[src/rtl/lcd_pkg.sv]
// Shared opcode masks, DDRAM address map constants and address helpers
// for the HD44780-style bus receiver.
package lcd_pkg;

   localparam logic [7:0] CMD_CLEAR = 8'h01;
   localparam logic [7:0] CMD_HOME  = 8'h02;
   localparam logic [7:0] CMD_ENTRY = 8'h04;
   localparam logic [7:0] CMD_DISP  = 8'h08;
   localparam logic [7:0] CMD_SHIFT = 8'h10;
   localparam logic [7:0] CMD_FUNC  = 8'h20;
   localparam logic [7:0] CMD_CGRAM = 8'h40;
   localparam logic [7:0] CMD_DDRAM = 8'h80;

   localparam logic [6:0] LINE0_BASE = 7'h00;
   localparam logic [6:0] LINE1_BASE = 7'h40;
   localparam logic [6:0] LINE_END   = 7'h27;
   localparam logic [6:0] LINE1_END  = LINE1_BASE + LINE_END;
   localparam logic [7:0] CHAR_SPACE = 8'h20;

   // Two-line DDRAM map: each line is 40 cells, the last cell of one line
   // wraps to the first of the other in both directions.
   function automatic logic [6:0] addr_step(input logic [6:0] a, input logic inc);
      if (inc)
         addr_step = (a == LINE_END)  ? LINE1_BASE :
                     (a == LINE1_END) ? LINE0_BASE : a + 7'd1;
      else
         addr_step = (a == LINE0_BASE) ? LINE1_END :
                     (a == LINE1_BASE) ? LINE_END  : a - 7'd1;
   endfunction

   function automatic logic addr_visible(input logic [6:0] a);
      addr_visible = (a[6:4] == 3'b000) || (a[6:4] == 3'b100);
   endfunction

endpackage

[src/rtl/lcd_ddram_mirror.sv]
// 2x16 character mirror: one write port, synchronous clear-all and a
// registered read port that returns the pre-write value on a collision.
module lcd_ddram_mirror
   import lcd_pkg::*;
(
   input  logic       clk,
   input  logic       rst,
   input  logic       we,
   input  logic       clr,
   input  logic [4:0] waddr,
   input  logic [7:0] wdata,
   input  logic [4:0] raddr,
   output logic [7:0] rdata
);

   logic [31:0][7:0] mem;

   always_ff @(posedge clk or negedge rst) begin
      if (!rst) begin
         mem   <= {32{CHAR_SPACE}};
         rdata <= CHAR_SPACE;
      end else begin
         rdata <= mem[raddr];
         if (clr)
            mem <= {32{CHAR_SPACE}};
         else if (we)
            mem[waddr] <= wdata;
      end
   end

endmodule

[src/rtl/lcd_char_receiver.sv]
// Receiving end of the 8-bit character-LCD bus: strobe detect, command
// decode, address counter, busy window and protocol-error reporting.
module lcd_char_receiver
   import lcd_pkg::*;
#(
   parameter int unsigned BUSY_CYCLES       = 2,
   parameter int unsigned CLEAR_BUSY_CYCLES = 2
)(
   input  logic       clk,
   input  logic       rst,
   input  logic       lcd_e,
   input  logic       lcd_rs,
   input  logic       lcd_rw,
   input  logic [7:0] lcd_data,
   input  logic       rd_line,
   input  logic [3:0] rd_col,
   output logic [7:0] rd_char,
   output logic [7:0] status_q,
   output logic [6:0] addr_ctr,
   output logic       display_on,
   output logic       entry_inc,
   output logic       two_line,
   output logic       busy,
   output logic       frame_done,
   output logic       proto_err,
   output logic [7:0] err_count
);

   localparam logic [15:0] BUSY_LD  = 16'(BUSY_CYCLES);
   localparam logic [15:0] CLEAR_LD = 16'(CLEAR_BUSY_CYCLES);

   logic       e_q, rs_q, rw_q;
   logic [7:0] data_q;
   logic [15:0] busy_cnt;
   logic       xfer, inst_rd, accept, mir_we, mir_clr;

   assign busy    = (busy_cnt != 16'd0);
   assign xfer    = e_q && !lcd_e;
   assign inst_rd = !rs_q && rw_q;
   // Status reads bypass the busy check so a host can always poll.
   assign accept  = xfer && (!busy || inst_rd);

   always_comb begin
      mir_we  = 1'b0;
      mir_clr = 1'b0;
      if (accept && !rw_q) begin
         mir_we  = rs_q && addr_visible(addr_ctr);
         mir_clr = !rs_q && (data_q == CMD_CLEAR);
      end
   end

   always_ff @(posedge clk or negedge rst) begin
      if (!rst) begin
         e_q        <= 1'b0;
         rs_q       <= 1'b0;
         rw_q       <= 1'b0;
         data_q     <= 8'h00;
         busy_cnt   <= 16'd0;
         addr_ctr   <= LINE0_BASE;
         display_on <= 1'b0;
         entry_inc  <= 1'b1;
         two_line   <= 1'b0;
         status_q   <= 8'h00;
         frame_done <= 1'b0;
         proto_err  <= 1'b0;
         err_count  <= 8'h00;
      end else begin
         e_q        <= lcd_e;
         rs_q       <= lcd_rs;
         rw_q       <= lcd_rw;
         data_q     <= lcd_data;
         frame_done <= 1'b0;
         proto_err  <= 1'b0;
         if (busy)
            busy_cnt <= busy_cnt - 16'd1;

         if (xfer && !accept) begin
            proto_err <= 1'b1;
            if (err_count != 8'hFF)
               err_count <= err_count + 8'd1;
         end else if (accept) begin
            case ({rs_q, rw_q})
               2'b01: status_q <= {busy, addr_ctr};
               2'b11: ;
               2'b10: begin
                  addr_ctr <= addr_step(addr_ctr, entry_inc);
                  busy_cnt <= BUSY_LD;
               end
               default: begin
                  busy_cnt <= BUSY_LD;
                  if ((data_q & CMD_DDRAM) != 8'h00)
                     addr_ctr <= data_q[6:0];
                  else if ((data_q & CMD_CGRAM) != 8'h00)
                     ;
                  else if ((data_q & CMD_FUNC) != 8'h00)
                     two_line <= data_q[3];
                  else if ((data_q & CMD_SHIFT) != 8'h00) begin
                     if (!data_q[3])
                        addr_ctr <= addr_step(addr_ctr, data_q[2]);
                  end else if ((data_q & CMD_DISP) != 8'h00)
                     display_on <= data_q[2];
                  else if ((data_q & CMD_ENTRY) != 8'h00)
                     entry_inc <= data_q[1];
                  else if ((data_q & CMD_HOME) != 8'h00) begin
                     addr_ctr   <= LINE0_BASE;
                     frame_done <= 1'b1;
                     busy_cnt   <= CLEAR_LD;
                  end else if (data_q == CMD_CLEAR) begin
                     addr_ctr  <= LINE0_BASE;
                     entry_inc <= 1'b1;
                     busy_cnt  <= CLEAR_LD;
                  end
               end
            endcase
         end
      end
   end

   lcd_ddram_mirror u_mirror (
      .clk   (clk),
      .rst   (rst),
      .we    (mir_we),
      .clr   (mir_clr),
      .waddr ({addr_ctr[6], addr_ctr[3:0]}),
      .wdata (data_q),
      .raddr ({rd_line, rd_col}),
      .rdata (rd_char)
   );

endmodule

[config.mk]
export PLATFORM = sky130hd
export DESIGN_NAME = lcd_char_receiver
export DESIGN_NICKNAME = d
export VERILOG_FILES = /design/src/rtl/lcd_pkg.sv /design/src/rtl/lcd_ddram_mirror.sv /design/src/rtl/lcd_char_receiver.sv
export SDC_FILE = /design/constraint.sdc
export NUM_CORES = 1
export LEC_CHECK = 0
export CELL_PAD_IN_SITES_DETAIL_PLACEMENT = 1
export CELL_PAD_IN_SITES_GLOBAL_PLACEMENT = 1
export CORE_MARGIN = 5
export CORE_UTILIZATION = 45
export DETAILED_ROUTE_END_ITERATION = 16
export GPL_TIMING_DRIVEN = 0
export PLACE_DENSITY = 0.83
export REMOVE_ABC_BUFFERS = 1
export SKIP_CTS_REPAIR_TIMING = 1
export SLEW_MARGIN = 20
export SYNTH_ARGS = -nofsm -noshare
export SYNTH_HDL_FRONTEND = slang
export SYNTH_SLANG_ARGS = --single-unit
[constraint.sdc]
create_clock -name clk -period 2.75 [get_ports clk]
set_clock_uncertainty 0.15 [all_clocks]
set_input_delay 0.825 -clock clk [delete_from_list [all_inputs] [get_ports clk]]
set_output_delay 0.825 -clock clk [all_outputs]
set_load 0.1 [all_outputs]
Yosys cells after proc, flatten, opt, wreduce, memory -nomap -nowiden
Index checks and enable logic that the tools add are counted.
- mux-type cells: 43
- $add $sub $neg: 4
- magnitude comparators: 3
- equal/unequal tests: 14
- bitwise logic cells: 8
- reductions and logical operators: 29
- operators by type and width (cell ; number):
    2-to-1 mux 256 bit ; 2
    bitwise mux 256 bit ; 1
    2-to-1 mux 7 bit ; 15
    2-to-1 mux 16 bit ; 4
    binary-select mux 8 bit (select 5 bit) ; 1
    demux 8 bit (select 5 bit) ; 1
    2-to-1 mux 1 bit ; 16
    2-to-1 mux 8 bit ; 2
    AND reduction 8 bit ; 2
    nonzero test 16 bit ; 1
    subtractor 16 x 1 -> 16 bit, second input constant ; 1
    equality test 7 bit, second input constant ; 2
    case mux 7 bit (2 select lines) ; 1
    less-than comparator 5 x 6 -> 1 bit, second input constant ; 2
    AND reduction 10 bit ; 1
    inequality test 3 x 1 -> 1 bit, second input constant ; 3
    adder 8 x 1 -> 8 bit, second input constant ; 1
    equality test 8 x 1 -> 1 bit, second input constant ; 1
    logical AND 1 bit ; 8
    inequality test 8 bit, second input constant ; 1
    inverter 1 bit ; 8
    adder 7 x 1 -> 7 bit, second input constant ; 1
    equality test 7 x 6 -> 1 bit, second input constant ; 1
    zero test 7 bit ; 1
    other kinds (17) ; 24
- bits of input ports: 18
- register bits: 319
- logic and storage cells: 147
- output and inout bits: 37

Depth between registers and ports, before layout
- depth after elaboration: 10
- mapped depth: 9
- gate-level depth less buffers: 8

Cells and area by module
Synthesis repeated with hierarchy kept, for this count alone.
- cell total of the unflattened synthesis: 1601
- area total of the unflattened synthesis: 16164.3 µm²
- modules (own cells, without submodules) (module ; cells an instance ; area an instance (µm²) ; sequential area each (µm²) ; times used):
    lcd_ddram_mirror ; 1326 ; 13357.8 ; 6647.6 ; 1
    lcd_char_receiver ; 275 ; 2806.4 ; 1377.6 ; 1

Least setup slack after synthesis
Ideal clock, no wire load.
- path type: flip-flop to output port
- start point: register busy_cnt[0]
- end point: output busy
- setup slack: -0.166 ns
- path buffers: 0
- data required time: 1.775 ns
- cell stages (with the launch flop): 7
- arrival: 1.941 ns
- cell sequence: dfrtp_1 > inv_1 > ha_1 > or4b_4 > nor3_4 > and2_2 > inv_1
- word-level cells in the longest chain between the ends: 1
- ends and longest elaborated chain (what ; line ; text):
    start: declaration ; lcd_char_receiver.sv:34 ; logic [15:0] busy_cnt;
    start signal: assignment ; lcd_char_receiver.sv:75 ; busy_cnt <= busy_cnt - 16'd1;
    nonzero test 16 bit ; lcd_char_receiver.sv:37 ; assign busy = (busy_cnt != 16'd0);
    end: declaration ; lcd_char_receiver.sv:23 ; output logic busy,
Every way passes these cells.

Worst setup path after layout
- start point: register busy_cnt[1]
- end point: output busy
Same word-level chain as after synthesis.

==> out/qor.txt <==
=====================================================================================
Outcome ................................................................ finished with violations
Violations in the final reports ........................................ negative setup slack
Final design area excluding fillers ....................................   19,010 um2
Die height .............................................................     194.1 um
Top library cells by usage in the layout, fill and taps aside .......... sky130_fd_sc_hd__dfrtp_1, sky130_fd_sc_hd__nand2_1, sky130_fd_sc_hd__a22o_1
Number of nets in the final layout .....................................        1,432
Req. time, crit path ...................................................      1.78 ns
Vias in the first global route .........................................       12,700
Clock share of power ...................................................        0.412
First-pass GRT wire length .............................................    72,390 um
Setup repair after global routing missed its margin ....................          yes
Most frequent standard cell in the layout excluding fill and tap cells . sky130_fd_sc_hd__dfrtp_1
YS warnings ............................................................            0
Highest ir drop seen on vdd ............................................    0.6571 mV
Placement row count ....................................................           67
Max-cap violations .....................................................            0
Fin util ...............................................................       0.5670
Worst rel slew slack ...................................................       0.3378
Post-Route WL ..........................................................    54,940 um
Number of flops mapped to enable cells by yosys ........................            0
Maximum fanout along the worst path ....................................            5
Share of cells above drive strength 1 ..................................       0.2948
Cell with the largest stage delay on the worst path .................... sky130_fd_sc_hd__or4b_4
Proportion of total power due to net switching .........................       0.3037
# port buffers .........................................................           54
Total CTS buffers ......................................................           36
Number of placed instances, taps included ..............................        1,735
H-tree depth reported by CTS ...........................................            2
Cell-internal power ....................................................     8.465 mW
Syn Inst Count .........................................................        1,315
Sequential power share .................................................        0.430
Final period demand of the worst path ..................................     3.269 ns
Pin count of the biggest net entering global routing ...................          100
Number of antenna violations at the first check in global routing ......            1
Final HPWL DP ..........................................................    29,050 um
Count of different cell masters after synthesis ........................           65
Number of sinks on the clock net .......................................          319
Power density over the cells ........................................... 639.5 nW/um2
Total overflow reported by the global router ...........................            0
Syn avg cell area ......................................................    11.60 um2
Effective utilization at floorplan .....................................       0.4549
Crit end category ......................................................  output port
Final hold slack .......................................................   0.09147 ns
Number of routed nets with antenna violations ..........................            0
Detailed-router iteration count before antenna repair ..................            5
Area of the die ........................................................   37,680 um2
Synthesis-stage register bit count .....................................          319
Hold crit path type .................................................... input pin to async pin
I/O pin count ..........................................................           55
Leakage component of the power .........................................     8.857 nW
DRC violations left ....................................................            0
Sequential element share of the synthesized area .......................       0.5261
Setup slack of the critical path after layout ..........................   -0.5191 ns
Pin slew with the least headroom to its limit ..........................    0.9917 ns
Worst-case setup slack after placement .................................    -1.282 ns
GP Congestion ..........................................................       0.8513
Type of element launching the critical path ............................         flop
Most frequently used flop master after synthesis ....................... sky130_fd_sc_hd__dfrtp_1
Switching Power ........................................................     3.693 mW
Total power consumption of the routed design ...........................     12.16 mW
Crit path from .........................................................  busy_cnt[1]
Combinational power share ..............................................        0.157
Inserted Diodes ........................................................            0
Endpoints failing setup ................................................          206
CTS max path bufs ......................................................            3
DRT iter0 DRCs .........................................................        1,326
Netlist area before placement ..........................................   15,250 um2
Via count ..............................................................       12,560
Cell breakdown of the critical path .................................... inv_2, ha_4, or4b_4, nor3_4, and2_4, inv_4, buf_12
Final Instance Count excl. Fillers .....................................        1,883
CTS clock-pin slew for the worst setup and hold paths ..................      0.06 ns
Final total negative setup slack .......................................    -29.46 ns
Wire per inst ..........................................................     29.18 um
Share of async-settable or async-resettable flops after synthesis ......        1.000
Dpl cell area ..........................................................   16,320 um2
Library cell used as clock root buffer ................................. sky130_fd_sc_hd__clkbuf_16
Vias per Instance ......................................................        6.669
Max Slew Vio Count .....................................................            0
All-layer global routing usage .........................................       0.2373
X dimension of the die .................................................     194.1 um
Clock tree from TritonCTS ..............................................        built
Slowest stage delay, CP ................................................      0.52 ns
Worst setup path class ................................................. flop to output port
Final Hold Viols .......................................................            0
Data arrival time of the critical path .................................      2.29 ns
Final critical-path share of the clock period ..........................        1.189
Growth of design area from synthesis to finish .........................       24.63%
Reg2reg start ..........................................................  busy_cnt[1]
Max Clock Freq .........................................................   0.3059 GHz
Core Footprint .........................................................   33,530 um2
Clock latency on the worst-skew pair ...................................      0.55 ns
=====================================================================================
[sequential cells by signal, indices dropped and copies added (netlist names), 7 cells and up]
register,cells
u_mirror.mem,256
busy_cnt,16
data_q,8
err_count,8
status_q,8
u_mirror.rdata,8
addr_ctr,7
[critical path, delay by kind of cell, from the launching register on]
| family | cells | cell delay, ns |
|---|---|---|
| DFF | 1 | 0.41 |
| buffers and inverters | 3 | 0.29 |
| and+or+nand+nor | 3 | 0.88 |
| adders and majority gates | 1 | 0.16 |
[metal layers]
| layer | global-route usage | vias to the layer above | part of all wire |
|---|---|---|---|
| met1 | 0.3132 | 6594 | 0.39 |
| met5 | 0 | - | 0.00016 |
| met2 | 0.4015 | 693 | 0.50 |
| met4 | 0.08385 | 2 | 0.049 |
| met3 | 0.03666 | 201 | 0.070 |
| li1 | - | 5067 | - |
[Yosys cell counts, drive strengths merged, types with 2 or more instances]
cell	number	area (um2)
clkbuf	64	240.2
mux2	10	112.6
nand2b	12	75.07
a21oi	34	170.2
or3	6	37.54
nor3b	2	15.01
dfstp	34	893.4
xnor2	9	78.83
nand4	6	50.04
nor2b	6	37.54
and3	2	12.51
a22o	152	1331
mux4	64	1441
nand3	85	430.4
or4	8	60.06
nor4	21	245.2
o21ai	38	190.2
a221oi	9	78.83
o211ai	3	22.52
xor2	13	113.9
nor2	87	346.6
a22oi	2	15.01
and3b	3	26.28
or2	4	25.02
nand2	174	653.1
a21o	2	15.01
a311oi	2	17.52
inv	11	41.29
and2	4	26.28
buf	35	167.7
nor4b	3	32.53
a211oi	4	30.03
dfrtp	285	7132
a31oi	2	12.51
ha	7	87.58
nor3	32	212.7
o21a	3	22.52
mux2i	63	630.6
[path summary, 6_finish.rpt]
kind	slack, ns	depth (start not counted)	endpoint
max in group asynchronous	1.42	2	data_q[5]
hold / removal	0.09	1	u_mirror.mem[131]
hold reg to reg	0.33	1	err_count[5]
setup reg to reg	-0.23	11	u_mirror.mem[118]
setup / recovery	-0.52	7	busy
min in group clk	0.33	1	err_count[5]
[power groups by stage]
stage | registers (mW) | clock network [mW] | logic (mW)
floorplan | 5.71 | 0 | 0.574
global placement | 5.30 | 0 | 1.53
detailed placement | 5.28 | 0 | 1.64
CTS | 5.20 | 5.00 | 1.65
global route | 5.26 | 5.26 | 2.02
finish | 5.23 | 5.01 | 1.91
[layout make-up]
cell class	count	area (um2)
fillers	3342	14520
flip-flops and latches	319	8044
multi-input cells	893	7541
repair buffers	146	1622
clock buffers	59	1109
well taps	448	560.5
clock inverters	7	92.59
inverters	11	43.79
[kinds of logic after synthesis]
| family | Yosys count | share of synthesized area |
|---|---|---|
| mux | 137 | 0.1432 |
| simple gates | 459 | 0.1526 |
| compound gates | 261 | 0.1303 |
| buf+inv | 110 | 0.02945 |
| flops | 319 | 0.5261 |
| xor+xnor | 22 | 0.01263 |
| fa+ha+maj | 7 | 0.005741 |
Note: power is estimated with default switching activity, not from simulation.
